**config.mk**
```make
export PLATFORM = sky130hd
export DESIGN_NAME = serial_mac_nibble
export DESIGN_NICKNAME = d
export VERILOG_FILES = /design/src/rtl/serial_mac_nibble.sv
export SDC_FILE = /design/constraint.sdc
export NUM_CORES = 1
export LEC_CHECK = 0
export ABC_AREA = 1
export CORE_UTILIZATION = 31
export CTS_CLUSTER_SIZE = 40
export DETAILED_ROUTE_END_ITERATION = 10
export HOLD_SLACK_MARGIN = 0.08
export RECOVER_POWER = 100
export SYNTH_ARGS = -nofsm -noshare
export SYNTH_HDL_FRONTEND = slang
export SYNTH_SLANG_ARGS = --single-unit
export TNS_END_PERCENT = 5
```
**constraint.sdc**
```tcl
create_clock -name clk -period 3.34 [get_ports clk]
set_clock_uncertainty 0.2 [all_clocks]
set_input_delay 0.668 -clock clk [delete_from_list [all_inputs] [get_ports clk]]
set_output_delay 0.668 -clock clk [all_outputs]
set_load 0.03 [all_outputs]
```
**src/rtl/serial_mac_nibble.sv**
```systemverilog
// Nibble-serial multiply/accumulate tile: operands stream in INW bits at a time,
// a shift-add engine forms the product, and the result streams out OUTW bits at a time.
module serial_mac_nibble #(
    parameter int OPW  = 8,
    parameter int INW  = 4,
    parameter int OUTW = 8
) (
    input  logic            clk,
    input  logic            reset_n,
    input  logic            in_valid,
    input  logic [INW-1:0]  in_data,
    input  logic            signed_mode,
    input  logic            acc_mode,
    output logic [OUTW-1:0] out_data,
    output logic            out_valid,
    output logic            busy
);

    localparam int RESW = 2 * OPW;
    localparam int NIN  = RESW / INW;
    localparam int NOUT = RESW / OUTW;
    localparam int CW   = $clog2(RESW + 1);

    localparam logic [CW-1:0] IN_LAST   = CW'(NIN - 1);
    localparam logic [CW-1:0] MULT_LAST = CW'(OPW - 1);
    localparam logic [CW-1:0] OUT_LAST  = CW'(NOUT - 1);

    typedef enum logic [1:0] {LOAD, MULT, FIN, OUT} state_t;

    state_t state, state_next;

    logic [CW-1:0]   cnt;
    logic [RESW-1:0] load_sr;
    logic [RESW-1:0] load_word;
    logic [OPW-1:0]  op_a, op_b;
    logic [RESW-1:0] mcand;
    logic [OPW:0]    mplier;
    logic [RESW-1:0] partial, partial_next;
    logic [RESW-1:0] acc, acc_next;
    logic [RESW-1:0] out_sr, out_shift;
    logic            smode, amode, neg;
    logic            accept, last_in, mult_done, out_done;

    // Widened by one bit so the most negative operand keeps its true magnitude.
    function automatic logic [OPW:0] magnitude(input logic [OPW-1:0] v, input logic is_signed);
        logic signed [OPW:0] ext;
        ext = is_signed ? {v[OPW-1], v} : {1'b0, v};
        return (ext < 0) ? $unsigned(-ext) : $unsigned(ext);
    endfunction

    function automatic logic [RESW-1:0] apply_sign(input logic [RESW-1:0] mag, input logic negate);
        logic signed [RESW-1:0] s;
        s = signed'(mag);
        return negate ? $unsigned(-s) : mag;
    endfunction

    assign load_word    = {load_sr[RESW-INW-1:0], in_data};
    assign op_a         = load_word[RESW-1:OPW];
    assign op_b         = load_word[OPW-1:0];
    assign accept       = in_valid && (state == LOAD);
    assign last_in      = accept && (cnt == IN_LAST);
    assign mult_done    = (state == MULT) && (cnt == MULT_LAST);
    assign out_done     = (state == OUT) && (cnt == OUT_LAST);
    assign partial_next = mplier[0] ? partial + mcand : partial;
    assign acc_next     = amode ? acc + apply_sign(partial, neg) : apply_sign(partial, neg);
    assign out_shift    = out_sr << OUTW;

    always_ff @(posedge clk or negedge reset_n) begin
        if (!reset_n) state <= LOAD;
        else          state <= state_next;
    end

    always_comb begin
        state_next = state;
        busy       = 1'b1;
        case (state)
            LOAD: begin
                busy = 1'b0;
                if (last_in) state_next = MULT;
            end
            MULT:    if (mult_done) state_next = FIN;
            FIN:     state_next = OUT;
            OUT:     if (out_done) state_next = LOAD;
            default: state_next = LOAD;
        endcase
    end

    // Control, accumulator and output port: cleared by reset.
    always_ff @(posedge clk or negedge reset_n) begin
        if (!reset_n) begin
            cnt       <= '0;
            smode     <= 1'b0;
            amode     <= 1'b0;
            acc       <= '0;
            out_data  <= '0;
            out_valid <= 1'b0;
        end else begin
            case (state)
                LOAD: begin
                    if (accept) begin
                        if (cnt == '0) begin
                            smode <= signed_mode;
                            amode <= acc_mode;
                        end
                        cnt <= last_in ? '0 : cnt + CW'(1);
                    end
                end
                MULT: cnt <= mult_done ? '0 : cnt + CW'(1);
                FIN: begin
                    acc       <= acc_next;
                    out_data  <= acc_next[RESW-1 -: OUTW];
                    out_valid <= 1'b1;
                    cnt       <= '0;
                end
                OUT: begin
                    if (out_done) begin
                        out_valid <= 1'b0;
                        out_data  <= '0;
                        cnt       <= '0;
                    end else begin
                        out_data <= out_shift[RESW-1 -: OUTW];
                        cnt      <= cnt + CW'(1);
                    end
                end
                default: cnt <= '0;
            endcase
        end
    end

    // Datapath registers: every value is rewritten before it is consumed.
    always_ff @(posedge clk) begin
        if (accept) load_sr <= load_word;
        if (last_in) begin
            mcand   <= RESW'(magnitude(op_a, smode));
            mplier  <= magnitude(op_b, smode);
            partial <= '0;
            neg     <= smode & (op_a[OPW-1] ^ op_b[OPW-1]);
        end else if (state == MULT) begin
            partial <= partial_next;
            mcand   <= mcand << 1;
            mplier  <= mplier >> 1;
        end
        if (state == FIN)      out_sr <= acc_next;
        else if (state == OUT) out_sr <= out_shift;
    end

endmodule
```
==> run_results.csv, run 1 <==
group,metric,value,unit
critical_path,crit_fanout,6,
floorplanning,die_w,145,um
detailed_routing,firstDrtPassIters,4,
pwr,peakVddDrop,0.449,mV
layout,stdcell_count,1108,
synthesis,ys_warn_count,0,
pwr,p_leak,3.41,nW
synthesis,netlist_area,0.00635,mm^2
critical_path,timing.critical_path.mode_cell,"nand2_1",
layout,drive_gt1_share,5.69,%
layout,nets,894,
placement,dp.cells,1092,
synthesis,synth.area.top_cells,"edfxtp_1, dfrtp_1, nand2_1",
synthesis,yosysTopAreaCell,"edfxtp_1",
placement,place_ws,435,ps
synthesis,ys_seq_area_share,39.1,%
detailed_routing,wl_per_cell,12.7,um
pwr,p_comb_share,58.3,%
detailed_routing,viasPerCell,4.65,
timing,fin_tns_setup,0,ps
detailed_routing,wirelength,14100,um
timing,drv_slew,35,
timing,hold_viol,0,
clock_network,clock_latency,350,ps
global_routing,grt_pass1_wl,24300,um
timing,fmax,342,MHz
timing,setup_viol,0,
timing,rsz0062_at_grt,"false",
floorplanning,die_h,145,um
floorplanning,coreArea,0.0198,mm^2
clock_network,ctsHoldBuffers,0,
floorplanning,row_count,51,
clock_network,cts_setup_buffers,0,
timing,worst_slew_pin_slew,1970,ps
clock_network,cts_buffers,9,
run,cap_violations,1,
placement,place.gp.congestion,0.865,
pwr,p_seq_share,28.7,%
timing,relSlewSlack,-31.1,%
synthesis,synth.distinct_cells,50,
synthesis,postSynthAreaPerCell,7.74,um^2
critical_path,start_kind,"register",
floorplanning,fp.dieArea,0.0210,mm^2
synthesis,syn_nets,876,
detailed_routing,drt_iter0_drc,250,
synthesis,synth-seq-cells,96,
critical_path,slowest_stage,"dfxtp_1",
timing,setup_slack,414,ps
global_routing,grt_pass1_vias,4932,
pwr,powerDensity,1110,mW/mm^2
timing,period_needed,2930,ps
placement,dp_hpwl,10600,um
pwr,p_sw,3.81,mW
critical_path,cp.required,3430,ps
critical_path,crit_family,"simple AND/OR/NAND/NOR gates",
clock_network,clockBufferDepth,2,
global_routing,grt_overflow,0,
pwr,internal-power,4.04,mW
placement,place.port_buffers,18,
layout,diodes,0,
critical_path,cp-end-kind,"register",
clock_network,cts_sinks,96,
detailed_routing,antenna_left,0,
clock_network,path_clk_slew,70,ps
timing,post-route-period-util,87.6,%
status,status,"finished, violations left",
global_routing,antenna_found_initial,0,
detailed_routing,drc,0,
synthesis,synthCells,820,
clock_network,clock-root-buffer,"clkbuf_16",
worst_hold_path,hold_class,"reg -> reg",
pwr,power.clock.fraction,13.0,%
detailed_routing,vias,5153,
global_routing,grt_max_degree,35,
global_routing,gr-usage-all-layers,14.3,%
layout,area_growth,11.1,%
clock_network,ctsHtreeMaxLevel,3,
clock_network,cts_tree,"done",
pwr,swShare,48.5,%
critical_path,crit_arrival,3010,ps
clock_network,cts_resized,0,
synthesis,synth_top_area_share,18.5,%
floorplanning,start_util,32.1,%
status,violations,"max-capacitance violations, max-slew violations",
critical_path,max_stage_delay,320,ps
critical_path,critical_path_buf_inv_count,2,
critical_path,setup.worst_path.class,"reg -> reg",
critical_path,crit_chain,"inv_1 > ha_1 > nand3_2 > nor2_2 > nand2_1 > nand2_2 > xor2_2 > ha_1 > nand2_1 > inv_2 > nand2_1 > nand2_1 > a21oi_2 > nand2_1 > nand2_1 > nand3_1 > nand2_1 > nand4_1 > nand2_1",
floorplanning,io_pins,19,
==> layout by cell type, fill, tap and decap left out, types with 7 or more instances in the layout <==
cell           netlist  final
a21oi_1             49     49
clkbuf_16            0      9
dfrtp_1             34     34
dfxtp_1             23     23
dlygate4sd3_1        0     15
edfxtp_1            39     39
ha_1                45     45
inv_1              101    103
nand2_1            211    215
nand3_1             64     66
nand4_1              8      8
nor2_1              56     56
nor2_2               7      7
o21ai_0             34     44
o21ai_1             17      9
xnor2_1              8      8
xor2_1              29     29
==> through the flow <==
stage | utilization [%] | hold WS, ps | power (mW) | area [um^2]
final | 35.6 | 289 | 7.84 | 7050
after global routing | 35.6 | 308 | 8.69 | 7050
after CTS | 35.9 | 241 | 8.00 | 7100
after detailed placement | 34.5 | 277 | 6.94 | 6820
after global placement | 34.5 | 275 | 6.89 | 6820
after floorplan | - | 172 | 5.83 | 6350
==> flip-flops by register name, summed over array words and instances, names as in the netlist <==
name       count
acc           16
amode          1
cnt            5
load_sr       12
mcand         16
mplier         9
neg            1
out_data       8
out_sr         8
out_valid      1
partial       16
smode          1
state          2
==> cell type report <==
type,instances,area (um^2)
Fill cell,2134,12700
Multi-Input combinational cell,592,3300
Sequential cell,96,2480
Inverter,113,425
Tap cell,265,332
Clock buffer,9,225
Timing Repair Buffer,26,219
Clock inverter,7,61.3
==> power groups by stage <==
stage | Sequential (mW) | Combinational (mW) | Clock (mW)
after global routing | 2.32 | 5.28 | 1.09
after global placement | 2.27 | 4.62 | 0
final | 2.25 | 4.58 | 1.02
after detailed placement | 2.27 | 4.67 | 0
after CTS | 2.26 | 4.70 | 1.05
after floorplan | 2.21 | 3.61 | 0
==> worst register-to-register path, cell delays in order (launching register included) <==
cell and delay, ps:
dfxtp_1 320, inv_1 160, ha_1 210, nand3_2 110
nor2_2 140, nand2_1 80, nand2_2 100, xor2_2 190
ha_1 320, nand2_1 140, inv_2 50, nand2_1 130
nand2_1 90, a21oi_2 140, nand2_1 60, nand2_1 70
nand3_1 70, nand2_1 110, nand4_1 90, nand2_1 90
==> final timing paths <==
kind | from | endpoint | slack [ps] | cells after the start
worst max-delay path | partial[1] | out_data[7] | 410 | 19
worst min-delay path | mcand[14] | mcand[14] | 290 | 2
worst max register to register | partial[1] | out_data[7] | 410 | 19
worst min register to register | mcand[14] | mcand[14] | 290 | 2
max in group asynchronous | reset_n | state[1] | 1150 | 1
min in group asynchronous | reset_n | acc[12] | 660 | 1
==> routing by layer <==
metal  up-vias  global-route usage [%]  part of all wire [%]
met1      2372                    19.2                    50
li1       2715                       -                     -
met3        12                    2.92                   2.3
met5         -                       0                     0
met4         0                    3.63                   1.2
met2        54                    23.3                    47
==> cells in the mapped netlist (all sizes together) <==
library cell and count:
o31ai 3, a21oi 52, conb 1, buf 14
edfxtp 39, dfrtp 34, clkinv 6, o21ai 53
o21a 2, inv 107, and3 1, o21bai 6
o211ai 4, fa 2, dfxtp 23, a211oi 1
xnor2 8, a21o 2, a31o 1, nand3b 1
nor2 63, nor4 1, or2 7, a22oi 1
nor3b 1, nand4 8, ha 45, nand3 68
xor2 31, clkbuf 5, nand2 218, nor3 7
a31oi 5
==> cells by family after synthesis <==
group                    share of synthesized area (%)
XOR/XNOR                                          5.62
adder cells (fa/ha/maj)                           9.50
AO/OA/AOI/OAI                                     11.7
AND/OR/NAND/NOR                                   25.8
buffers and inverters                             8.28
other                                           0.0591
flip-flops                                        39.1
Power figures use the tool's default switching activity.
==> run 2, diff against run 1 <==
CTS_BUF_LIST = sky130_fd_sc_hd__clkbuf_8   (was unset)
clock period = 2.4 ns   (was 3.34 ns; I/O delays follow)
==> run_results.csv, run 2 (synthesis gave the netlist of run 1 again) <==
group,metric,value,unit
clock_network,clock_latency,400,ps
timing,setup_slack,-207,ps
layout,final_core_util,39.5,%
floorplanning,die_w,145,um
clock_network,ctsHtreeMaxLevel,3,
floorplanning,coreArea,0.0198,mm^2
timing,setup_viol,21,
pwr,p_leak,3.74,nW
layout,diodes,0,
critical_path,setup.worst_path.class,"reg -> reg",
floorplanning,io_pins,19,
global_routing,use_met3,2.61,%
detailed_routing,antenna_left,0,
pwr,powerDensity,1580,mW/mm^2
critical_path,slowest_stage,"dfxtp_2",
global_routing,grt_pass1_wl,25300,um
layout,area_growth,23.2,%
global_routing,grt.busiest_layer,"met2",
placement,place.port_buffers,18,
run,cap_violations,0,
pwr,internal-power,6.45,mW
global_routing,grt_pass1_vias,5193,
placement,place.gp.congestion,0.836,
timing,rsz0062_at_grt,"true",
floorplanning,start_util,32.1,%
global_routing,grt_use_met2,24.3,%
critical_path,cp-end-kind,"register",
clock_network,cts_tree,"done",
clock_network,clockBufferDepth,2,
placement,dp.cells,1144,
detailed_routing,drt_iter0_drc,306,
worst_hold_path,hold_class,"reg -> reg",
pwr,peakVddDrop,0.705,mV
layout,nets,957,
pwr,p_comb_share,66.1,%
pwr,p_seq_share,24.8,%
critical_path,crit_arrival,2710,ps
timing,worst_hold_slack,287,ps
critical_path,cp.required,2510,ps
critical_path,start_kind,"register",
detailed_routing,drc,0,
global_routing,grt_use_met1,19.9,%
critical_path,crit_chain,"inv_4 > ha_4 > nand3_4 > nor2_4 > a21oi_1 > or2_1 > nand2_2 > ha_4 > nand2_2 > inv_1 > a21oi_2 > nor2_1 > nor2_1 > nand2_1 > a21oi_1 > o21ai_1 > nand3_1 > nand2_1",
timing,fin_tns_setup,-2260,ps
pwr,p_sw,5.93,mW
detailed_routing,firstDrtPassIters,6,
layout,final_common_cell,"nand2_1",
floorplanning,fp.dieArea,0.0210,mm^2
pwr,swShare,47.9,%
timing,relSlewSlack,39.7,%
layout,largestRegisters,"acc (16), mcand (16), partial (16)",
floorplanning,row_count,51,
placement,place_ws,-297,ps
timing,fmax,384,MHz
layout,drive_gt1_share,20.1,%
critical_path,crit_family,"simple AND/OR/NAND/NOR gates",
timing,hold_viol,0,
clock_network,clock-root-buffer,"clkbuf_8",
detailed_routing,wirelength,15000,um
detailed_routing,viasPerCell,4.66,
global_routing,gr-usage-all-layers,14.9,%
timing,drv_slew,0,
floorplanning,die_h,145,um
critical_path,max_stage_delay,350,ps
timing,period_needed,2610,ps
timing,worst_slew_pin_slew,905,ps
timing,post-route-period-util,109,%
critical_path,crit_fanout,5,
status,violations,"negative setup slack",
placement,dp_hpwl,11200,um
global_routing,antenna_found_initial,0,
layout,stdcell_count,1171,
status,status,"finished, violations left",
clock_network,cts_sinks,96,
layout,layout_common_cells,"nand2_1, inv_1, buf_4",
global_routing,grt_overflow,0,
detailed_routing,vias,5456,
clock_network,path_clk_slew,110,ps
clock_network,cts_buffers,9,
detailed_routing,wl_per_cell,12.9,um
global_routing,grt_max_degree,35,
critical_path,critical_path_buf_inv_count,2,
pwr,power.clock.fraction,9.1,%
## run 2: cell count changes in the layout (fill, tap and decap cells not counted), sizes merged
cell           previous run  this run
clkdlybuf4s50             2         3
dlygate4sd3              15        14
buf                       4        65
clkinvlp                  1         0
inv                     113       114
clkbuf                   14        16
## run 2: cell type report
class	instances	area, um^2
inverters	113	428
clock inverters	7	73.8
clock buffers	9	124
fillers	2045	12000
multi-input cells	592	3680
repair buffers	89	694
flip-flops and latches	96	2490
well taps	265	332
## run 2: metal layers
metal | vias up | share of wire, %
met5 | - | 0
li1 | 2837 | -
met1 | 2529 | 48
met4 | 0 | 2.0
met3 | 18 | 2.5
met2 | 72 | 47
## run 2: timing repair
action,in CTS,in global routing
setup buffers,3,7
hold buffers,1,0
gates resized for setup,21,43
hold endpoints to repair,34,0
gates cloned,0,0
pin swaps,13,25
setup endpoints to repair,25,29
## run 2: tightest hold or removal path, stage by stage (launching register included)
cell	delay (ps)
dfxtp_1	340
nand2_1	60
a21oi_1	50
## run 2: per-stage QoR
| stage | power [mW] | instance area, um^2 |
|---|---|---|
| 2_1_floorplan | 8.24 | 6410 |
| 3_3_place_gp | 10.6 | 7280 |
| 3_5_place_dp | 10.7 | 7280 |
| 4_1_cts | 12.0 | 7600 |
| 5_1_grt | 13.6 | 7820 |
| 6_report | 12.4 | 7820 |
## run 2: power by group through the flow
| stage | sequential (mW) | clock, mW | combinational (mW) |
|---|---|---|---|
| 2_1_floorplan | 3.10 | 0 | 5.14 |
| 3_3_place_gp | 3.06 | 0 | 7.50 |
| 3_5_place_dp | 3.06 | 0 | 7.60 |
| 4_1_cts | 3.04 | 1.16 | 7.83 |
| 5_1_grt | 3.17 | 1.21 | 9.25 |
| 6_report | 3.07 | 1.13 | 8.19 |
## run 2: path summary, 6_finish.rpt
path                            start           to  slack (ps)  depth (start not counted)
max in group asynchronous     reset_n       acc[0]         900                          2
setup / recovery           partial[1]  out_data[5]        -210                         18
min in group asynchronous     reset_n  out_data[4]         530                          2
setup reg to reg           partial[1]  out_data[5]        -210                         18
hold reg to reg             mcand[15]    mcand[15]         290                          2
hold / removal              mcand[15]    mcand[15]         290                          2
==> run 3, diff against run 2 <==
==> constraint.sdc (replaced) <==
create_clock -name clk -period 2.4 [get_ports clk]
set_clock_uncertainty 0.2 [all_clocks]
set_input_delay 0.36 -clock clk [delete_from_list [all_inputs] [get_ports clk]]
set_output_delay 0.36 -clock clk [all_outputs]
set_load 0.03 [all_outputs]
==> run_results.csv, run 3 (synthesis gave the netlist of run 1 again) <==
group,metric,value,unit
detailed_routing,wirelength,15000,um
timing,setup_slack,-192,ps
worst_hold_path,hold_class,"reg -> reg",
critical_path,cp.required,2490,ps
detailed_routing,viasPerCell,4.66,
detailed_routing,drt_iter0_drc,297,
pwr,internal-power,6.37,mW
pwr,peakVddDrop,0.701,mV
pwr,p_sw,5.84,mW
placement,dp.cells,1144,
floorplanning,coreArea,0.0198,mm^2
critical_path,cp-end-kind,"register",
floorplanning,row_count,51,
detailed_routing,vias,5465,
detailed_routing,wl_per_cell,12.8,um
timing,post-route-period-util,108,%
detailed_routing,firstDrtPassIters,5,
layout,final_core_util,39.1,%
clock_network,cts_buffers,9,
detailed_routing,antenna_left,0,
global_routing,grt_pass1_vias,5262,
critical_path,crit_fanout,11,
layout,drive_gt1_share,18.3,%
pwr,power.total,12.2,mW
pwr,p_seq_share,25.0,%
pwr,swShare,47.8,%
status,status,"finished, violations left",
placement,place.port_buffers,18,
timing,fin_tns_setup,-2130,ps
timing,fmax,386,MHz
layout,area_growth,21.8,%
timing,period_needed,2590,ps
timing,hold_viol,0,
floorplanning,fp.dieArea,0.0210,mm^2
pwr,powerDensity,1580,mW/mm^2
global_routing,use_met3,2.61,%
layout,final_common_cell,"nand2_1",
pwr,p_comb_share,65.7,%
critical_path,setup.worst_path.class,"reg -> reg",
timing,relSlewSlack,39.8,%
global_routing,grt_max_degree,35,
global_routing,grt_use_met2,24.7,%
global_routing,grt_overflow,0,
run,cap_violations,0,
layout,layout_common_cells,"nand2_1, inv_1, buf_4",
placement,dp_hpwl,11200,um
layout,nets,959,
clock_network,clockBufferDepth,2,
pwr,power.clock.fraction,9.2,%
layout,largestRegisters,"acc (16), mcand (16), partial (16)",
clock_network,cts_tree,"done",
layout,stdcell_count,1173,
detailed_routing,drc,0,
global_routing,grt_use_met1,19.9,%
clock_network,cts_sinks,96,
pwr,p_leak,3.73,nW
floorplanning,die_h,145,um
layout,diodes,0,
global_routing,antenna_found_initial,0,
global_routing,grt_pass1_wl,25600,um
status,violations,"negative setup slack",
global_routing,gr-usage-all-layers,15.1,%
timing,setup_viol,20,
floorplanning,die_w,145,um
critical_path,start_kind,"register",
clock_network,clock-root-buffer,"clkbuf_8",
critical_path,crit_arrival,2680,ps
floorplanning,start_util,32.1,%
floorplanning,io_pins,19,
timing,drv_slew,0,
placement,place.gp.congestion,0.836,
timing,rsz0062_at_grt,"true",
global_routing,grt.busiest_layer,"met2",
clock_network,clock_latency,400,ps
placement,place_ws,-297,ps
clock_network,ctsHtreeMaxLevel,3,
timing,worst_slew_pin_slew,903,ps
clock_network,path_clk_slew,110,ps
## run 3: cell count changes in the layout (fill, tap and decap cells not counted), sizes merged
cell         delta
clkbuf          -1
buf             +2
dlygate4sd2     +1
## run 3: metal layers
| metal | up-vias | share of wire [%] |
|---|---|---|
| met5 | - | 0 |
| met4 | 0 | 2.2 |
| met3 | 22 | 2.8 |
| met2 | 83 | 47 |
| met1 | 2522 | 48 |
| li1 | 2838 | - |
## run 3: timing repair
action                                  4_1_cts  5_1_grt
buffers inserted                             10        2
endpoints found under the hold margin        34        0
resized for setup                            30       12
pin swaps                                    28        9
hold buffers                                  1        0
endpoints found under the setup margin       25       28
## run 3: path summary, 6_finish.rpt
| path | cells past startpoint | end | slack (ps) | from |
|---|---|---|---|---|
| max | 15 | acc[15] | -190 | neg |
| min | 2 | mcand[15] | 290 | mcand[15] |
| max reg2reg | 15 | acc[15] | -190 | neg |
| min reg2reg | 2 | mcand[15] | 290 | mcand[15] |
| max in group asynchronous | 2 | acc[0] | 1020 | reset_n |
| min in group asynchronous | 2 | acc[10] | 410 | reset_n |
## run 3: cell type report
cell class / instances / area [um^2]
multi-input combinational: 592 / 3580
timing repair buffer: 91 / 713
sequential: 96 / 2490
fill: 2075 / 12000
inverter: 113 / 428
clock inverter: 7 / 73.8
tap: 265 / 332
clock buffer: 9 / 124
## run 3: critical path: stages (launching register included)
cell	delay (ps)
edfxtp_1	510
buf_4	240
nand2_1	110
xor2_2	200
ha_2	390
nand2_4	70
inv_2	60
nand2_1	90
nor3_2	130
nand2_1	90
nand2_1	70
nand2_1	60
nand3_1	80
nand2_1	70
nand3_1	60
o21ai_1	60
## run 3: per-stage QoR
step | area [um^2] | hold WS, ps
6_report | 7730 | 287
3_5_place_dp | 7280 | 273
2_1_floorplan | 6410 | -136
5_1_grt | 7730 | 320
4_1_cts | 7700 | 289
3_3_place_gp | 7280 | 272
## run 3: power groups by stage
stage / registers (mW) / clock network (mW) / logic (mW)
after floorplan: 3.10 / 0 / 5.14
after global routing: 3.15 / 1.21 / 9.09
after detailed placement: 3.06 / 0 / 7.60
final: 3.05 / 1.13 / 8.02
after global placement: 3.06 / 0 / 7.50
after CTS: 3.04 / 1.16 / 8.01
